===== src/rtl/fp_wb_arbiter_if.sv =====
// Bus bundle between the FP writeback arbiter and its neighbours: the
// single-cycle result port (A), the multi-cycle FPU port (B), the
// scoreboard query, and the register file write port.
interface fp_wb_if #(
  parameter int DEPTH = 4
);
  localparam int CW = $clog2(DEPTH) + 1;

  // Port A: single-cycle FP ops
  logic          a_valid;
  logic [4:0]    a_rd;
  logic [31:0]   a_data;
  // Port B: multi-cycle FPU results
  logic          b_valid;
  logic          b_ready;
  logic [4:0]    b_rd;
  logic [31:0]   b_data;
  // Scoreboard query and flow control
  logic [4:0]    chk_rd;
  logic          chk_busy;
  logic          stall_req;
  logic [CW-1:0] fifo_count;
  // Register file write port
  logic [4:0]    A3;
  logic          WE3;
  logic [31:0]   WD3;

  // Arbiter side
  modport slave (
    input  a_valid, a_rd, a_data,
    input  b_valid, b_rd, b_data,
    input  chk_rd,
    output b_ready, chk_busy, stall_req, fifo_count,
    output A3, WE3, WD3
  );

  // Producer / consumer side
  modport master (
    output a_valid, a_rd, a_data,
    output b_valid, b_rd, b_data,
    output chk_rd,
    input  b_ready, chk_busy, stall_req, fifo_count,
    input  A3, WE3, WD3
  );
endinterface


===== src/rtl/fp_wb_arbiter.sv =====
// FP writeback arbiter: merges single-cycle results (port A, always wins)
// with buffered multi-cycle FPU results (port B, in-order FIFO) onto the
// register file write port, reports pending destinations to the issue
// scoreboard and requests an upstream stall when the FIFO is starved.
module fp_wb_arbiter #(
  parameter int DEPTH      = 4,
  parameter int MAX_STARVE = 8
) (
  input logic    clk,
  input logic    rst,
  fp_wb_if.slave bus
);
  localparam int PW = $clog2(DEPTH);
  localparam int CW = PW + 1;
  localparam int SW = $clog2(MAX_STARVE + 1);
  localparam logic [CW-1:0] DEPTH_C    = CW'(DEPTH);
  localparam logic [SW-1:0] STARVE_MAX = SW'(MAX_STARVE);

  // FIFO storage; read combinationally at the head so a pop can be
  // selected in the same cycle it is decided.
  logic [4:0]    rd_mem   [DEPTH];
  logic [31:0]   data_mem [DEPTH];

  logic [PW-1:0] wr_ptr_reg;
  logic [PW-1:0] rd_ptr_reg;
  logic [CW-1:0] count_reg;
  logic [CW-1:0] count_next;
  logic [SW-1:0] starve_reg;
  logic [SW-1:0] starve_next;
  logic          stall_reg;
  logic          stall_next;
  logic          we_reg;
  logic [4:0]    a3_reg;
  logic [31:0]   wd_reg;

  logic          empty;
  logic          full;
  logic          push;
  logic          pop;
  logic          sel_valid;
  logic [4:0]    sel_rd;
  logic [31:0]   sel_data;
  logic [DEPTH-1:0] hit;

  // Full is judged on the pre-edge count only, so a same-cycle pop never
  // opens a slot for a push.
  assign empty     = (count_reg == '0);
  assign full      = (count_reg == DEPTH_C);
  assign push      = bus.b_valid && !full;
  assign pop       = !bus.a_valid && !empty;
  assign sel_valid = bus.a_valid || !empty;
  assign sel_rd    = bus.a_valid ? bus.a_rd   : rd_mem[rd_ptr_reg];
  assign sel_data  = bus.a_valid ? bus.a_data : data_mem[rd_ptr_reg];

  // Occupancy update: simultaneous push and pop leave the count unchanged
  always_comb begin
    count_next = count_reg;
    case ({push, pop})
      2'b10:   count_next = count_reg + CW'(1);
      2'b01:   count_next = count_reg - CW'(1);
      default: count_next = count_reg;
    endcase
  end

  // Starvation counter saturates at the limit; stall holds until a pop
  always_comb begin
    starve_next = starve_reg;
    if (pop || empty) begin
      starve_next = '0;
    end else if (bus.a_valid && (starve_reg != STARVE_MAX)) begin
      starve_next = starve_reg + SW'(1);
    end
    stall_next = (starve_next == STARVE_MAX) || (stall_reg && !pop);
  end

  // FIFO payload write; contents need no reset because occupancy gates use
  always_ff @(posedge clk) begin
    if (push) begin
      rd_mem[wr_ptr_reg]   <= bus.b_rd;
      data_mem[wr_ptr_reg] <= bus.b_data;
    end
  end

  // FIFO pointers, occupancy and starvation state
  always_ff @(posedge clk) begin
    if (rst) begin
      wr_ptr_reg <= '0;
      rd_ptr_reg <= '0;
      count_reg  <= '0;
      starve_reg <= '0;
      stall_reg  <= 1'b0;
    end else begin
      if (push) wr_ptr_reg <= wr_ptr_reg + PW'(1);
      if (pop)  rd_ptr_reg <= rd_ptr_reg + PW'(1);
      count_reg  <= count_next;
      starve_reg <= starve_next;
      stall_reg  <= stall_next;
    end
  end

  // Write-port register: x0 destinations burn the slot without writing
  always_ff @(posedge clk) begin
    if (rst) begin
      we_reg <= 1'b0;
      a3_reg <= '0;
      wd_reg <= '0;
    end else if (sel_valid) begin
      we_reg <= (sel_rd != 5'd0);
      a3_reg <= sel_rd;
      wd_reg <= sel_data;
    end else begin
      we_reg <= 1'b0;
    end
  end

  // Per-slot destination match, masked to the live window of the FIFO
  genvar gi;
  generate
    for (gi = 0; gi < DEPTH; gi++) begin : g_hit
      logic [PW-1:0] offset;
      assign offset  = PW'(gi) - rd_ptr_reg;
      assign hit[gi] = ({1'b0, offset} < count_reg) && (rd_mem[gi] == bus.chk_rd);
    end
  endgenerate

  assign bus.chk_busy   = (bus.chk_rd != 5'd0) &&
                          ((|hit) || (we_reg && (a3_reg == bus.chk_rd)));
  assign bus.b_ready    = !full;
  assign bus.fifo_count = count_reg;
  assign bus.stall_req  = stall_reg;
  assign bus.A3         = a3_reg;
  assign bus.WE3        = we_reg;
  assign bus.WD3        = wd_reg;
endmodule


===== src/flat_wrapper.sv =====
// flat-port wrapper written by rule: the top's interface ports become plain ports
module fp_wb_arbiter_flat 
#(
  parameter int DEPTH      = 4,
  parameter int MAX_STARVE = 8
)
  (clk, rst, bus_a_valid, bus_a_rd, bus_a_data, bus_b_valid, bus_b_rd, bus_b_data, bus_chk_rd, bus_b_ready, bus_chk_busy, bus_stall_req, bus_fifo_count, bus_A3, bus_WE3, bus_WD3);
  fp_wb_if #(.DEPTH(DEPTH)) bus_i ();
  input logic clk;
  input logic rst;
  input wire logic [$bits(bus_i.a_valid)-1:0] bus_a_valid;
  input wire logic [$bits(bus_i.a_rd)-1:0] bus_a_rd;
  input wire logic [$bits(bus_i.a_data)-1:0] bus_a_data;
  input wire logic [$bits(bus_i.b_valid)-1:0] bus_b_valid;
  input wire logic [$bits(bus_i.b_rd)-1:0] bus_b_rd;
  input wire logic [$bits(bus_i.b_data)-1:0] bus_b_data;
  input wire logic [$bits(bus_i.chk_rd)-1:0] bus_chk_rd;
  output wire logic [$bits(bus_i.b_ready)-1:0] bus_b_ready;
  output wire logic [$bits(bus_i.chk_busy)-1:0] bus_chk_busy;
  output wire logic [$bits(bus_i.stall_req)-1:0] bus_stall_req;
  output wire logic [$bits(bus_i.fifo_count)-1:0] bus_fifo_count;
  output wire logic [$bits(bus_i.A3)-1:0] bus_A3;
  output wire logic [$bits(bus_i.WE3)-1:0] bus_WE3;
  output wire logic [$bits(bus_i.WD3)-1:0] bus_WD3;
  assign bus_i.a_valid = bus_a_valid;
  assign bus_i.a_rd = bus_a_rd;
  assign bus_i.a_data = bus_a_data;
  assign bus_i.b_valid = bus_b_valid;
  assign bus_i.b_rd = bus_b_rd;
  assign bus_i.b_data = bus_b_data;
  assign bus_i.chk_rd = bus_chk_rd;
  assign bus_b_ready = bus_i.b_ready;
  assign bus_chk_busy = bus_i.chk_busy;
  assign bus_stall_req = bus_i.stall_req;
  assign bus_fifo_count = bus_i.fifo_count;
  assign bus_A3 = bus_i.A3;
  assign bus_WE3 = bus_i.WE3;
  assign bus_WD3 = bus_i.WD3;
  fp_wb_arbiter #(.DEPTH(DEPTH), .MAX_STARVE(MAX_STARVE)) u_core (.clk(clk), .rst(rst), .bus(bus_i));
endmodule

===== config.mk =====
export PLATFORM = sky130hd
export DESIGN_NAME = fp_wb_arbiter_flat
export DESIGN_NICKNAME = d
export VERILOG_FILES = /design/src/rtl/fp_wb_arbiter_if.sv /design/src/rtl/fp_wb_arbiter.sv /design/src/flat_wrapper.sv
export SDC_FILE = /design/constraint.sdc
export NUM_CORES = 1
export LEC_CHECK = 0
export BUFFER_PORTS_ARGS = -buffer_cell sky130_fd_sc_hd__buf_2
export CORE_ASPECT_RATIO = 0.9
export CORE_MARGIN = 3
export CORE_UTILIZATION = 56
export DETAILED_ROUTE_END_ITERATION = 10
export HOLD_SLACK_MARGIN = 0.05
export PLACE_DENSITY = 0.89
export SYNTH_ARGS = -nofsm -noshare
export SYNTH_HDL_FRONTEND = slang
export SYNTH_SLANG_ARGS = --single-unit

===== constraint.sdc =====
create_clock -name clk -period 2.5 [get_ports clk]
set_input_delay 0.25 -clock clk [delete_from_list [all_inputs] [get_ports clk]]
set_output_delay 0.25 -clock clk [all_outputs]
set_load 0.02 [all_outputs]

; After elaboration in Yosys (flattened, before gate mapping)
; Memories as Yosys holds them, arrays and structs flattened. A register that Yosys moved wholly into a read port is not among the register bits.
; Cells that the tools add are included.
[word_totals]
input_bits = 83
n_memories = 2
ram_bits = 148
regBits = 50
output_inout_bits = 44
elab_cells = 69
[classes]
add_sub_neg = 9
reduce_logical = 24
n_eq_ne = 10
mux = 11
bitwise = 1
order_cmp = 4
[mem_list]
columns = name, words, width, read_ports, rd_ports_with_merged_regs, wr, line_no
row1 = u_core.data_mem, 4, 32, 1, 1, 1, fp_wb_arbiter.sv:22  ; logic [31:0] data_mem [DEPTH];
row2 = u_core.rd_mem, 4, 5, 5, 1, 1, fp_wb_arbiter.sv:21  ; logic [4:0] rd_mem [DEPTH];
[ops]
columns = op, n
row1 = 2-to-1 mux 32 bit, 1
row2 = equality test 5 bit, 5
row3 = less-than comparator 2 x 3 -> 1 bit, 4
row4 = logical AND 1 bit, 10
row5 = nonzero test 5 bit, 2
row6 = 2-to-1 mux 2 bit, 4
row7 = 2-to-1 mux 4 bit, 2
row8 = case mux 3 bit (2 select lines), 1
row9 = 2-to-1 mux 5 bit, 1
row10 = "adder 2 x 1 -> 2 bit, second input constant", 2
row11 = "adder 4 x 1 -> 4 bit, second input constant", 1
row12 = "equality test 4 bit, second input constant", 1
row13 = zero test 1 bit, 4
row14 = logical OR 1 bit, 4
row15 = "!= test 4 bit, second input constant", 1
row16 = OR reduction 4 bit, 1
row17 = "subtractor 1 x 2 -> 2 bit, first input constant", 2
row18 = "subtractor 2 bit, first input constant", 2
row19 = "adder 3 x 1 -> 3 bit, second input constant", 1
row20 = "equality test 3 bit, second input constant", 1
row21 = zero test 3 bit, 1
row22 = "subtractor 3 x 1 -> 3 bit, second input constant", 1
row23 = "equality test 2 x 1 -> 1 bit, second input constant", 1
row24 = "equality test 2 bit, second input constant", 1
row25 = other kinds (4), 5

; Longest topological paths before layout
[logic_depth]
ltp_word = 7
mapped_depth = 10
ltp_nobuf = 10

; Least setup slack after synthesis
; Ideal clock, no wire load.
[synth_timing]
path_kind = register -> register
from = register u_core.count_reg[2], in the netlist u_core.bus.fifo_count[2]
to = register u_core.count_reg[2], in the netlist u_core.bus.fifo_count[2]
setup_slack_ns = 0.058
n_path_buf = 1
required_ns = 2.429
arrival_time_ns = 2.371
stages_incl_launch_ff = 11
setup_time_ns = 0.071
synth_period_minus_slack_ns = 2.442
cell_sequence = dfxtp_1 > buf_2 > nand3_1 > and2_1 > inv_1 > ha_1 > inv_1 > fa_1 > xor2_1 > or3_1 > a21oi_1
[synth_via]
elab_chain_len = 5
elab_cells_between_ends = 12
classes_between = add/sub: 2 / eq/ne: 3 / mux: 1 / reduce/logical: 6
[synth_lines]
columns = element, line_no
row1 = "start, declared", fp_wb_arbiter.sv:26  ; logic [CW-1:0] count_reg;
row2 = "start signal, assigned", fp_wb_arbiter.sv:95  ; count_reg <= count_next;
row3 = equality test 3 bit *, fp_wb_arbiter.sv:48  ; assign full = (count_reg == DEPTH_C);
row4 = zero test 1 bit *, --
row5 = net bus_b_ready, flat_wrapper.sv:18  ; output wire logic [$bits(bus_i.b_ready)-1:0] bus_b_ready;
row6 = logical AND 1 bit *, fp_wb_arbiter.sv:49  ; assign push = bus.b_valid && !full;
row7 = equality test 2 x 1 -> 1 bit or equality test 2 bit (tied branches), fp_wb_arbiter.sv:58  ; case ({push, pop})
row8 = case mux 3 bit (2 select lines) or nonzero test 2 bit (tied branches), --
; Mark *: on every way through the listed nets, which the timed path passes. The rest lies on a longest branch.
; A chain may end at the register's enable or synchronous reset.

; Worst setup path in the final report
[layout_timing]
from = register u_core.rd_ptr_reg[0]
to = output bus_chk_busy
[layout_via]
elab_chain_len = 6
elab_cells_between_ends = 15
classes_between = add/sub: 4 / order compare: 4 / reduce/logical: 7
[layout_lines]
columns = element, line_no
row1 = "start, declared", fp_wb_arbiter.sv:25  ; logic [PW-1:0] rd_ptr_reg;
row2 = "start signal, assigned", fp_wb_arbiter.sv:94  ; if (pop) rd_ptr_reg <= rd_ptr_reg + PW'(1);
row3 = subtractor 1 x 2 -> 2 bit or subtractor 2 bit (tied branches), fp_wb_arbiter.sv:121  ; assign offset = PW'(gi) - rd_ptr_reg;
row4 = less-than comparator 2 x 3 -> 1 bit, fp_wb_arbiter.sv:122  ; assign hit[gi] = ({1'b0, offset} < count_reg) && (rd_mem[gi] == bus.chk_rd);
row5 = logical AND 1 bit, fp_wb_arbiter.sv:122
row6 = OR reduction 4 bit *, fp_wb_arbiter.sv:127  ; ((|hit) || (we_reg && (a3_reg == bus.chk_rd)));
row7 = logical OR 1 bit *, fp_wb_arbiter.sv:127
row8 = logical AND 1 bit *, fp_wb_arbiter.sv:126  ; assign bus.chk_busy = (bus.chk_rd != 5'd0) &&
row9 = "end, declared", flat_wrapper.sv:19  ; output wire logic [$bits(bus_i.chk_busy)-1:0] bus_chk_busy;
; Every way passes the cells marked *; elsewhere a longest branch is shown, timed or not.

==> impl_metrics.csv <==
group,metric,value,unit
worst_setup_path,cp_slowest_cell,"dfxtp_2",
route,first_pass_iters,6,
synthesis,synth-seq-area-share,0.6749,
cts,cts_buffers,17,
worst_setup_path,crit_path_max_fanout,5,
power,p_int,0.007030,W
synthesis,avgSynthCellArea,16.19,sq um
worst_setup_path,worstPathCellList,"xnor2_2 > ha_1 > a21oi_2 > o2111ai_1 > o31a_1 > a21oi_2 > buf_4",
global_route,globalRouteMet2Util,0.3804,
global_route,track_usage,0.2281,
global_route,grt_max_degree,39,
placed_design,place.gp.congestion,0.8679,
worst_setup_path,crit_buf_inv,1,
global_route,met3_usage,0.04784,
cts,clk_pin_slew,0.07,ns
worst_setup_path,cp_top_family,"compound AO/OA/AOI/OAI gates",
worst_setup_path,crit_required,2.25,ns
route,drtIter0Drc,431,
synthesis,synth_top_cell_area_share,0.5468,
worst_setup_path,worst_ep_arrival_time,2.13,ns
synthesis,synth.largest_area_cell,"edfxtp_1",
worst_setup_path,crit_type,"reg -> out",
synthesis,synth.distinct_cells,37,
global_route,top_usage_layer,"met2",
worst_setup_path,worst_path_largest_cell_delay,0.36,ns
timing,post-route-period-util,0.9503,
global_route,met1_usage,0.2951,
power,switching_power,0.002904,W
timing,rsz0062_at_grt,"false",
global_route,grt_overflow,0,
timing,max-slew-margin-rel,0.6073,
timing,tightest_slew,0.5846,ns
floorplan,core,14110,sq um
cts,cts_root_buf,"clkbuf_16",
power,sequentialPowerShare,0.439,
power,p_leak,3.790,nW
floorplan,pin_count,127,
global_route,first_global_vias,5191,
synthesis,yosysWarnings,0,
cts,cts.sink_count,200,
route,drc_errors,0,
final_layout,syn_to_final_growth,23.74,%
power,swShare,0.2923,
final_layout,seqCellArea,5490,sq um
worst_setup_path,cpMostUsedCell,"a21oi_2",
run,drv_cap,0,
floorplan,initial_core_util,0.5761,
worst_setup_path,endpoint_kind,"primary output",
route,drt-vias-per-instance,5.619,
final_layout,n_fill_cell,902,
power,p_clk_frac,0.291,
floorplan,dieArea,16000,sq um
route,postRouteAntennaNets,0,
floorplan,rows,41,
synthesis,synth_flop_cell,"edfxtp_1",
placed_design,io_buffers,126,
synthesis,postSynthCellCount,502,
final_layout,stdcell_area,10060,sq um
route,wl_per_cell,19.82,um
synthesis,synth-edff-count,148,
final_layout,multi_input_area,2465,sq um
timing,max_clock_freq,420.9,MHz
timing,setup_violations,0,
cts,h-tree-depth,4,
worst_hold_path,hp-class,"in -> reg",
placed_design,place_area,9022,sq um
timing,fin_tns_setup,0,ns
power,power_density,987.7,nW/um^2
route,drt-total-wl,17.30,mm
global_route,grt_pass1_wl,27.61,mm
synthesis,ys_ff_latch,200,
final_layout,drive_gt1_frac,0.3279,
timing,fin_skew,0.009363,ns
final_layout,regMostFlops,"u_core.data_mem",
run_status,status,"complete, no violations",
synthesis,synth_nets,597,
cts,worstSkewPairLatency,0.43,ns
timing,hold_viol_final,0,
final_layout,nets,762,
route,vias,4905,
power,ir_worst_vdd,0.7413,mV
synthesis,async_flop_share,0,
cts,cts_tree,"yes",
final_layout,num_antenna_cells,0,
timing,fin_crit,2.376,ns
global_route,antenna_found_initial,0,
placed_design,hpwlAfterDp,11.10,mm
final_layout,largest_reg_flops,128,
timing,final_max_slew_viol_count,0,
floorplan,die_h,120.3,um
synthesis,synth_area_leaders,"edfxtp_1 (55%), dfxtp_1 (13%), mux4_2 (9.7%)",
worst_setup_path,cp-start-kind,"flip-flop",
cts,clock_tree.buffer_depth,2,
power,combPwrFrac,0.269,
floorplan,die_x,133.0,um
synthesis,syn-cell-area,8128,sq um
-- routing by layer --
layer	wire length [um]	vias to the layer above
met5	0	-
met4	318	0
met3	962	29
met2	8885	174
met1	7137	2438
li1	-	2264
-- layout by cell type (no fill, tap or decap), types with 2 or more instances in the layout --
cell type,Yosys,final
a2111oi_1,0,2
a211oi_1,34,34
a21oi_1,9,7
a21oi_2,0,2
and3_2,0,4
buf_12,0,4
buf_2,12,125
buf_4,3,13
bufinv_16,0,3
clkbuf_1,16,2
clkbuf_16,0,18
clkbuf_8,0,4
dfxtp_1,52,48
dfxtp_2,0,4
dlygate4sd3_1,0,37
edfxtp_1,148,148
ha_1,11,11
inv_1,12,11
inv_6,0,2
mux2_2,3,3
mux2i_1,37,37
mux4_1,2,2
mux4_2,35,35
nand2_1,4,4
nand2b_1,3,2
nand4_1,4,4
nor2_1,51,51
nor2b_1,2,2
nor3_1,7,7
o2111ai_1,2,2
o21ai_0,2,2
xnor2_1,19,18
xor2_1,15,15
-- cell type report --
type                            count  share of cell area
Clock buffer                       24             0.05101
Clock inverter                      8             0.01281
Inverter                           12            0.004479
Sequential cell                   200              0.5459
Multi-Input combinational cell    257              0.2451
Timing Repair Buffer              179              0.1167
Tap cell                          193             0.02401
-- worst register-to-register path: stages (launching register included) --
cell and delay [ns]:
dfxtp_1 0.36, inv_1 0.11, nand3_1 0.16, and2_1 0.25, inv_1 0.08, ha_1 0.19
inv_1 0.07, fa_1 0.40, xor2_1 0.17, or3_1 0.31, a21oi_1 0.15
-- cell families after synthesis --
group	synth area share
adder cells (fa/ha/maj)	0.01940
multiplexers	0.1532
flip-flops	0.6749
buffers and inverters	0.02494
XOR/XNOR	0.03664
AND/OR/NAND/NOR	0.04634
AO/OA/AOI/OAI	0.04464
-- cell usage after synthesis (all sizes together), types with 2 or more instances --
library cell,n
a2111oi,2
a211oi,34
a21oi,9
and3,5
buf,17
clkbuf,16
dfxtp,52
edfxtp,148
ha,11
inv,12
mux2,3
mux2i,37
mux4,37
nand2,4
nand2b,3
nand4,4
nor2,51
nor2b,2
nor3,7
o2111ai,2
o21ai,2
xnor2,19
xor2,15
-- stage by stage --
step                power [W]  hold slack (ns)    util  setup WS [ns]  instances
floorplan            0.006228           0.3489       -        0.05787        502
global placement     0.006894           0.4606  0.6396         0.3067        804
detailed placement   0.007035           0.4682  0.6396         0.1232        804
CTS                  0.009972          0.05648  0.7114        0.02194        873
global route          0.01041          0.06393  0.7129       0.003674        873
finish               0.009934          0.07723  0.7129         0.1242        873
-- worst paths after layout --
| path | from | to | slack (ns) | depth (start not counted) |
|---|---|---|---|---|
| setup / recovery | u_core.rd_ptr_reg[0] | bus_chk_busy | 0.12 | 7 |
| hold / removal | bus_b_rd[1] | u_core.rd_mem[2][1] | 0.08 | 1 |
| setup reg to reg | u_core.bus.fifo_count[0] | u_core.bus.fifo_count[2] | 0.17 | 10 |
| hold reg to reg | u_core.bus.WD3[11] | u_core.bus.WD3[11] | 0.50 | 2 |
-- power groups by stage --
stage,logic (W),registers (W),clock network [W]
global route,0.00292,0.00441,0.00308
global placement,0.00253,0.00437,0
CTS,0.00268,0.00436,0.00294
detailed placement,0.00261,0.00442,0
finish,0.00268,0.00437,0.00289
floorplan,0.00160,0.00463,0
-- repair_timing --
item                                    CTS  global route
resized for setup                         1             8
endpoints found under the hold margin   145             0
endpoints found under the setup margin    1             2
cloned                                    0             0
hold buffers                             37             0
pin swaps                                 0             1
setup buffers                             0             0
Power figures use the tool's default switching activity.
